===== config.mk =====
export PLATFORM = sky130hd
export DESIGN_NAME = fft_peak_detector
export DESIGN_NICKNAME = d
export VERILOG_FILES = /design/src/rtl/fft_pkg.sv /design/src/rtl/fft_bin_power.sv /design/src/rtl/fft_peak_detector.sv
export SDC_FILE = /design/constraint.sdc
export NUM_CORES = 2
export LEC_CHECK = 0
export CELL_PAD_IN_SITES_DETAIL_PLACEMENT = 1
export CELL_PAD_IN_SITES_GLOBAL_PLACEMENT = 2
export CORE_MARGIN = 2
export CORE_UTILIZATION = 39
export CTS_CLUSTER_DIAMETER = 60
export CTS_CLUSTER_SIZE = 24
export DETAILED_ROUTE_END_ITERATION = 6
export GPL_TIMING_DRIVEN = 1
export PLACE_DENSITY_LB_ADDON = 0.1
export SYNTH_ARGS = -nofsm -noshare
export SYNTH_HDL_FRONTEND = slang
export SYNTH_SLANG_ARGS = --single-unit
export TNS_END_PERCENT = 5

===== constraint.sdc =====
create_clock -name clk -period 3.3 [get_ports clk]
set_input_delay 0.33 -clock clk [delete_from_list [all_inputs] [get_ports clk]]
set_output_delay 0.33 -clock clk [all_outputs]
set_load 0.01 [all_outputs]

===== src/rtl/fft_pkg.sv =====
// Shared FFT chain definitions: default sizes, the peak detector FSM states
// and the peak record layout.
package fft_pkg;
  localparam int FFT_LEN_DEF = 1024;
  localparam int FFT_DW      = 25;

  typedef enum logic [1:0] {IDLE, ACCUM, DONE} fsm_state_t;

  typedef struct packed {
    logic [$clog2(FFT_LEN_DEF)-1:0] bin;
    logic [2*FFT_DW-1:0]            power;
  } bin_pow_t;
endpackage


===== src/rtl/fft_bin_power.sv =====
// Two-stage power pipeline: S1 squares real/imag, S2 sums them.
// Tags ride alongside the data so the consumer sees bin metadata aligned with power.
module fft_bin_power #(
  parameter int DW    = 25,
  parameter int TAG_W = 1,
  localparam int PW   = 2*DW
) (
  input  logic                 clk_i,
  input  logic                 rst_ni,
  input  logic                 valid_i,
  input  logic [TAG_W-1:0]     tag_i,
  input  logic signed [DW-1:0] re_i,
  input  logic signed [DW-1:0] im_i,
  output logic                 valid_o,
  output logic [TAG_W-1:0]     tag_o,
  output logic [PW-1:0]        power_o
);
  localparam int SW     = 2*DW-1;
  localparam int STAGES = 2;

  logic signed [SW-1:0]          re_x, im_x, re_sq, im_sq;
  logic [STAGES:1]               vld_pipe;
  logic [STAGES:1][TAG_W-1:0]    tag_pipe;
  logic [SW-1:0]                 re2_q, im2_q;
  logic [PW-1:0]                 pow_q;

  // A square of a DW-bit signed value is at most 2^(2DW-2), so the low SW
  // bits of the product are exact when read as unsigned.
  assign re_x  = SW'(re_i);
  assign im_x  = SW'(im_i);
  assign re_sq = re_x * re_x;
  assign im_sq = im_x * im_x;

  always_ff @(posedge clk_i or negedge rst_ni) begin
    if (!rst_ni) begin
      vld_pipe <= '0;
      tag_pipe <= '0;
      re2_q    <= '0;
      im2_q    <= '0;
      pow_q    <= '0;
    end else begin
      vld_pipe <= {vld_pipe[1], valid_i};
      tag_pipe <= {tag_pipe[1], tag_i};
      if (valid_i) begin
        re2_q <= re_sq;
        im2_q <= im_sq;
      end
      if (vld_pipe[1]) pow_q <= PW'(re2_q) + PW'(im2_q);
    end
  end

  assign valid_o = vld_pipe[STAGES];
  assign tag_o   = tag_pipe[STAGES];
  assign power_o = pow_q;
endmodule


===== src/rtl/fft_peak_detector.sv =====
// Per-frame peak search over an FFT bin stream: frames are checked at the input,
// the running max is tracked at the output of the power pipeline.
module fft_peak_detector
  import fft_pkg::*;
#(
  parameter int  DW            = FFT_DW,
  parameter int  FFT_LEN       = FFT_LEN_DEF,
  parameter bit  SKIP_DC       = 1'b1,
  parameter bit  HALF_SPECTRUM = 1'b1,
  localparam int BIN_W         = $clog2(FFT_LEN),
  localparam int PW            = 2*DW
) (
  input  logic                 clk,
  input  logic                 reset_n,
  input  logic                 src_valid,
  input  logic                 src_sop,
  input  logic                 src_eop,
  input  logic signed [DW-1:0] src_real,
  input  logic signed [DW-1:0] src_imag,
  output logic                 peak_valid,
  output logic [BIN_W-1:0]     peak_bin,
  output logic [PW-1:0]        peak_power,
  output logic                 frame_error,
  output logic                 busy
);
  localparam logic [BIN_W-1:0] LAST = BIN_W'(FFT_LEN-1);

  typedef struct packed {
    logic             start;
    logic             search;
    logic             last;
    logic [BIN_W-1:0] bin;
  } tag_t;

  fsm_state_t       state_q, state_d;
  logic [BIN_W-1:0] cnt_q, cnt_d, cur_bin;
  logic             err_q, err_d;
  logic             in_vld;
  tag_t             tag_in, s2_tag;
  logic             s2_vld, s2_last;
  logic [PW-1:0]    s2_pow;

  assign cur_bin = src_sop ? '0 : cnt_q;
  assign s2_last = s2_vld & s2_tag.last;

  // cnt_q holds the index the next non-sop bin will take.
  always_comb begin
    state_d       = state_q;
    cnt_d         = cnt_q;
    err_d         = 1'b0;
    in_vld        = 1'b0;
    tag_in        = '0;
    tag_in.bin    = cur_bin;
    tag_in.search = !(SKIP_DC && cur_bin == '0) && !(HALF_SPECTRUM && cur_bin[BIN_W-1]);
    if (state_q == DONE && s2_last) state_d = IDLE;
    if (src_valid) begin
      if (src_sop && src_eop) begin
        err_d   = 1'b1;
        state_d = IDLE;
      end else if (src_sop) begin
        err_d        = (state_q == ACCUM);
        state_d      = ACCUM;
        cnt_d        = BIN_W'(1);
        in_vld       = 1'b1;
        tag_in.start = 1'b1;
      end else if (state_q == ACCUM) begin
        in_vld = 1'b1;
        if (src_eop) begin
          if (cnt_q == LAST) begin
            state_d     = DONE;
            tag_in.last = 1'b1;
          end else begin
            err_d   = 1'b1;
            state_d = IDLE;
          end
        end else if (cnt_q == LAST) begin
          err_d   = 1'b1;
          state_d = IDLE;
        end else begin
          cnt_d = cnt_q + BIN_W'(1);
        end
      end
    end
  end

  always_ff @(posedge clk or negedge reset_n) begin
    if (!reset_n) begin
      state_q <= IDLE;
      cnt_q   <= '0;
      err_q   <= 1'b0;
    end else begin
      state_q <= state_d;
      cnt_q   <= cnt_d;
      err_q   <= err_d;
    end
  end

  fft_bin_power #(.DW(DW), .TAG_W($bits(tag_t))) u_pow (
    .clk_i   (clk),
    .rst_ni  (reset_n),
    .valid_i (in_vld),
    .tag_i   (tag_in),
    .re_i    (src_real),
    .im_i    (src_imag),
    .valid_o (s2_vld),
    .tag_o   (s2_tag),
    .power_o (s2_pow)
  );

  logic             have_q, have_d, pv_q;
  logic [PW-1:0]    max_q, max_d, ppow_q;
  logic [BIN_W-1:0] mbin_q, mbin_d, pbin_q;

  // Strict greater-than keeps the lowest index on ties.
  always_comb begin
    have_d = have_q;
    max_d  = max_q;
    mbin_d = mbin_q;
    if (s2_vld) begin
      if (s2_tag.start) begin
        have_d = 1'b0;
        max_d  = '0;
        mbin_d = '0;
      end
      if (s2_tag.search && (!have_d || s2_pow > max_d)) begin
        have_d = 1'b1;
        max_d  = s2_pow;
        mbin_d = s2_tag.bin;
      end
    end
  end

  always_ff @(posedge clk or negedge reset_n) begin
    if (!reset_n) begin
      have_q <= 1'b0;
      max_q  <= '0;
      mbin_q <= '0;
      pv_q   <= 1'b0;
      pbin_q <= '0;
      ppow_q <= '0;
    end else begin
      have_q <= have_d;
      max_q  <= max_d;
      mbin_q <= mbin_d;
      pv_q   <= s2_last;
      if (s2_last) begin
        pbin_q <= mbin_d;
        ppow_q <= max_d;
      end
    end
  end

  assign peak_valid  = pv_q;
  assign peak_bin    = pbin_q;
  assign peak_power  = ppow_q;
  assign frame_error = err_q;
  assign busy        = (state_q != IDLE);
endmodule

=== Word-level counts from Yosys, hierarchy flattened ===
Index checks and enable logic that the tools add are counted.

* Register bits after elaboration: 311
* Output and inout bits: 63

* $add $sub $neg: 2
* Multipliers: 2
* $lt $le $gt $ge: 1
* Equality and inequality tests: 5
* Multiplexer cells: 42
* Bitwise logic cells: 2
* Reductions and logical operators: 12

{| class="wikitable"
|+ Operators by type and width
! kind !! count
|-
| $mux 50 || 4
|-
| $mul 25x25->49 || 2
|-
| $mux 10 || 8
|-
| $add 49x49->50 || 1
|-
| $gt 50x50->1 || 1
|-
| $mux 1 || 22
|-
| $mux 2 || 8
|-
| $add 10x1->10 const B || 1
|-
| $eq 10x10->1 const B || 1
|-
| $logic_not 10->1 || 1
|-
| $reduce_and 5->1 || 1
|-
| $logic_and 1x1->1 || 4
|-
| $ne 2x2->1 const B || 2
|-
| $reduce_bool 2->1 || 2
|-
| $logic_not 1->1 || 3
|-
| $eq 2x1->1 const B || 1
|-
| $eq 2x2->1 const B || 1
|-
| $and 1x1->1 || 1
|-
| $logic_or 1x1->1 || 1
|-
| $not 1->1 || 1
|}

=== Logic depth before layout (Yosys ltp) ===
* Depth in word-level cells: 9
* Depth in mapped cells: 29
* Mapped depth without buffers: 27

=== Modules after synthesis ===
A second synthesis with hierarchy kept.

* Cells, all modules: 5761
* Area, all modules: 56553.0 µm²

{| class="wikitable"
|+ By module, submodules not included
! module !! instances !! cells each !! area an instance (µm²) !! seq. area each (µm²)
|-
| fft_bin_power || 1 || 4983 || 48921.9 || 4354.2
|-
| fft_peak_detector || 1 || 778 || 7631.1 || 3378.2
|}

=== Least setup slack after synthesis ===
No wires, ideal clock.

* Path kind: input to register
* From: in src_real[1]
* To: reg u_pow.re2_q[48]
* Arrival time: 7149 ps
* Required time: 3167 ps
* Path slack: -3982 ps
* Cell stages on the path: 24
* Path buffers: 2
* Path through: clkbuf_1 -> clkbuf_1 -> nand2_1 -> inv_1 -> fa_1 -> fa_1 -> inv_1 -> fa_1 -> inv_1 -> fa_1 -> fa_1 -> fa_1 -> fa_1 -> ha_1 -> nand2_1 -> nor2_1 -> and3_1 -> inv_1 -> or4_1 -> o221a_2 -> o31ai_1 -> a21oi_1 -> xnor2_1 -> o21ai_0

* Word-level cells in the longest chain between the ends: 1

{| class="wikitable"
|+ RTL lines
! what !! line !! source
|-
| start, declared || fft_peak_detector.sv:18 || <nowiki>input logic signed [DW-1:0] src_real,</nowiki>
|-
| $mul 25x25->49 || fft_bin_power.sv:31 || <nowiki>assign re_sq = re_x * re_x;</nowiki>
|-
| end signal, assigned || fft_bin_power.sv:45 || <nowiki>re2_q <= re_sq;</nowiki>
|-
| end, declared || fft_bin_power.sv:24 || <nowiki>logic [SW-1:0] re2_q, im2_q;</nowiki>
|}

No other way between the ends.
A chain may end at the register's enable or synchronous reset.

=== Worst setup path in the final report ===
* From: in src_imag[14]
* To: reg u_pow.im2_q[46]

* Word-level cells in the longest chain between the ends: 1

{| class="wikitable"
|+ RTL lines
! what !! line !! source
|-
| start, declared || fft_peak_detector.sv:19 || <nowiki>input logic signed [DW-1:0] src_imag,</nowiki>
|-
| $mul 25x25->49 || fft_bin_power.sv:32 || <nowiki>assign im_sq = im_x * im_x;</nowiki>
|-
| end signal, assigned || fft_bin_power.sv:46 || <nowiki>im2_q <= im_sq;</nowiki>
|-
| end, declared || fft_bin_power.sv:24 ||
|}

No other way between the ends.

==> flow_metrics.py <==
metrics = {
    "outcome": {
        "run_status": "finished, violations left",
        "violations": "negative setup slack",
    },
    "logic_synthesis": {
        "synth-edff-count": 0,
        "yosys.area_share.simple_pct": 10.28,
        "yosys_warnings": 0,
        "synth_top_family_by_area": "adder cells",
        "post_synth_instance_area_um2": 55880,
        "synth_nets": 7379,
        "postSynthAreaPerCell_um2": 9.751,
        "synth_top_flop_cell": "sky130_fd_sc_hd__dfrtp_1",
        "synth.yosys.seq_area_share_pct": 13.84,
        "synth_compound_area_share_pct": 7.629,
        "synthXorXnorAreaFrac_pct": 2.727,
        "synth-async-reset-ratio_pct": 100.0,
        "ys_types": 85,
        "postSynthRegisterBits": 309,
        "post_synth_fa_ha_maj_area_fraction_pct": 51.75,
        "synth.mux.area_fraction_pct": 2.443,
        "syn_inst": 5730,
    },
    "cts": {
        "root_buffer": "sky130_fd_sc_hd__clkbuf_16",
        "clock_net_sink_count": 309,
        "worstSkewPairLatency_ns": 0.62,
        "path_clk_slew_ns": 0.07,
        "tritoncts.num_buffers": 31,
        "maximum_number_of_buffers_from_clock_root_to_sink": 3,
        "cts_tree": "done",
        "cts-htree-levels": 1,
    },
    "detailed_routing": {
        "route.detailed.vias_per_inst": 4.828,
        "met3_length_um": 3461,
        "wl_per_cell_um": 19.74,
        "drt_first_iter_violations": 1694,
        "drt_pass1_iterations": 5,
        "remaining_drc_errors": 0,
        "met1_layer_wirelength_in_the_final_routing_um": 79280,
        "routed_wl_um": 172800,
        "route.met2.wl_um": 87230,
        "drt.antenna.violating_nets": 0,
        "routed.top_layer": "met4",
        "via_count": 42250,
    },
    "layout": {
        "final_net_count": 8484,
        "highest_count_cells_in_the_layout_ignoring_fill_and_taps": "sky130_fd_sc_hd__inv_1, sky130_fd_sc_hd__fa_1, sky130_fd_sc_hd__buf_4, sky130_fd_sc_hd__nand2_1, sky130_fd_sc_hd__ha_1",
        "signed_area_change_from_the_synthesized_netlist_to_the_final_layout_pct": 29.94,
        "post-route-util_pct": 51.15,
        "post_route_cells_drive_above_1_share_pct": 27.13,
        "layout_commonest_cell": "sky130_fd_sc_hd__inv_1",
        "finish.cell_count_without_fillers": 8751,
        "fillers": 15810,
    },
    "floorplanning": {
        "area_of_the_die_um2": 146300,
        "floorplan_core_area_um2": 141900,
        "fp.dieW_um": 382.5,
        "die_height_um": 382.5,
        "floorplan.initialDensity_pct": 39.37,
        "row_count": 138,
        "total_i_o_pin_count": 118,
    },
    "worst_setup_path": {
        "category_of_the_worst_setup_path_launch_point": "input pin",
        "critical-path-top-cell-by-count": "sky130_fd_sc_hd__fa_1",
        "worst_path_max_delay_cell": "sky130_fd_sc_hd__fa_1",
        "critical_path.max_fanout": 4,
        "critical_path_arrival_ns": 6.79,
        "cp_data_required_time_ns": 3.80,
        "setup.worst_path.end_class": "register",
        "crit_path_max_incr_delay_ns": 0.57,
        "timing_worst_setup_path_type": "in2reg",
    },
    "timing": {
        "maxSlewHeadroom_pct": 48.77,
        "fin_ws_ns": -2.993,
        "tightest_slew_ns": 0.7684,
        "timing_hold_violations_final": 0,
        "setup_skew_after_layout_ns": 0.02634,
        "rsz0062_at_grt": "yes",
        "final_max_slew_viol_count": 0,
        "post-route-min-period_ns": 6.293,
        "achievable-frequency_mhz": 158.9,
        "post-route-period-util_pct": 190.7,
        "final-setup-viol-count": 207,
        "setup-tns-final_ns": -226.67,
    },
    "flow_run": {
        "maxCapViolCount": 0,
    },
    "grt": {
        "grt_max_degree": 82,
        "grt_first_pass_wirelength_um": 278900,
        "all_layer_global_routing_usage_pct": 24.45,
        "globalRoute.totalOverflow": 0,
        "antenna_found_initial": 2,
        "first_global_vias": 49220,
    },
    "hold_path": {
        "hold_path.class": "in2async",
    },
    "placed_design": {
        "gpl_congestion": 0.8514,
        "preCtsSetupSlack_ns": -4.355,
        "detailed_place_hpwl_um": 143300,
        "place_inst": 8512,
        "port_buffers": 117,
    },
}
-- worst max-delay path: cells and delay by family --
| family | cells | cell delay, ns |
|---|---|---|
| compound gates | 7 | 1.10 |
| xor+xnor | 1 | 0.14 |
| fa+ha+maj | 8 | 3.68 |
| buf+inv | 11 | 1.24 |
| simple gates | 2 | 0.26 |
-- path summary, 6_finish.rpt --
path                                   start               to  slack, ns  depth (start not counted)
hold / removal                       reset_n   peak_power[13]       0.33                          2
max in group asynchronous            reset_n   peak_power[20]       2.00                          3
min in group clk           u_pow.tag_pipe[1]   u_pow.tag_o[1]       0.35                          0
setup / recovery                src_imag[14]  u_pow.im2_q[46]      -2.99                         29
setup reg to reg             u_pow.tag_o[12]   peak_power[16]      -0.31                         18
hold reg to reg            u_pow.tag_pipe[1]   u_pow.tag_o[1]       0.35                          0
-- sequential cells by signal, indices dropped and copies added (netlist names) --
name / flops
u_pow.tag_o: 13
peak_valid: 1
state_q: 2
u_pow.power_o: 50
u_pow.im2_q: 48
peak_power: 50
u_pow.tag_pipe: 13
u_pow.vld_pipe: 2
peak_bin: 10
max_q: 50
cnt_q: 10
frame_error: 1
u_pow.re2_q: 48
mbin_q: 10
have_q: 1
-- layout make-up --
cell class	count	area, µm²	area share, %
multi-input cells	3765	44120	60.77
well taps	1890	2365	3.257
clock inverters	21	324.1	0.4463
repair buffers	1267	11690	16.10
diodes	2	5.005	0.006893
inverters	1461	5527	7.612
clock buffers	36	844.6	1.163
flip-flops and latches	309	7734	10.65
-- synth_stat cells, drive strengths merged (51+ instances only) --
cell type / instances / area share (%)
mux2i: 79 / 1.4
mux2: 51 / 1.0
dfrtp: 309 / 14
inv: 1458 / 9.8
fa: 1195 / 43
a21oi: 133 / 1.2
nor2b: 63 / 0.71
xnor2: 99 / 1.6
clkbuf: 167 / 1.1
a22o: 52 / 0.82
and2: 245 / 2.7
xor2: 75 / 1.2
o21ai: 206 / 1.9
nor2: 121 / 0.83
ha: 399 / 8.9
a21o: 92 / 1.2
nand2: 627 / 4.2
-- stage by stage --
stage | cell area [µm²] | hold slack (ns)
floorplan | 57020 | 0.03441
global placement | 67370 | 0.3328
detailed placement | 67370 | 0.3358
CTS | 71590 | 0.3416
global route | 72600 | 0.3573
finish | 72600 | 0.3298
-- kinds of logic (layout without fill, tap and decap cells) --
group	Yosys count	count (layout)
buf+inv	1656	2785
compound gates	650	650
flops	309	309
fa+ha+maj	1594	1594
simple gates	1217	1217
mux	130	130
other cells	0	2
xor+xnor	174	174
-- routing by layer --
layer | vias to the layer above | track usage [%]
li1 | 19490 | -
met1 | 22190 | 33.92
met2 | 428 | 43.32
met3 | 141 | 1.139
met4 | 0 | 3.405
met5 | - | 0
-- timing repair --
action                                  in CTS  in global routing
hold buffers                                 1                  0
pin swaps                                  290                159
endpoints found under the setup margin     208                212
endpoints found under the hold margin       76                  0
resized for setup                          592                262
setup buffers                              150                 19
cloned                                      19                  0
Power is left out: the tool's default activity adds up to more than one toggle a clock period on the data nets, which glitch-free logic cannot reach.
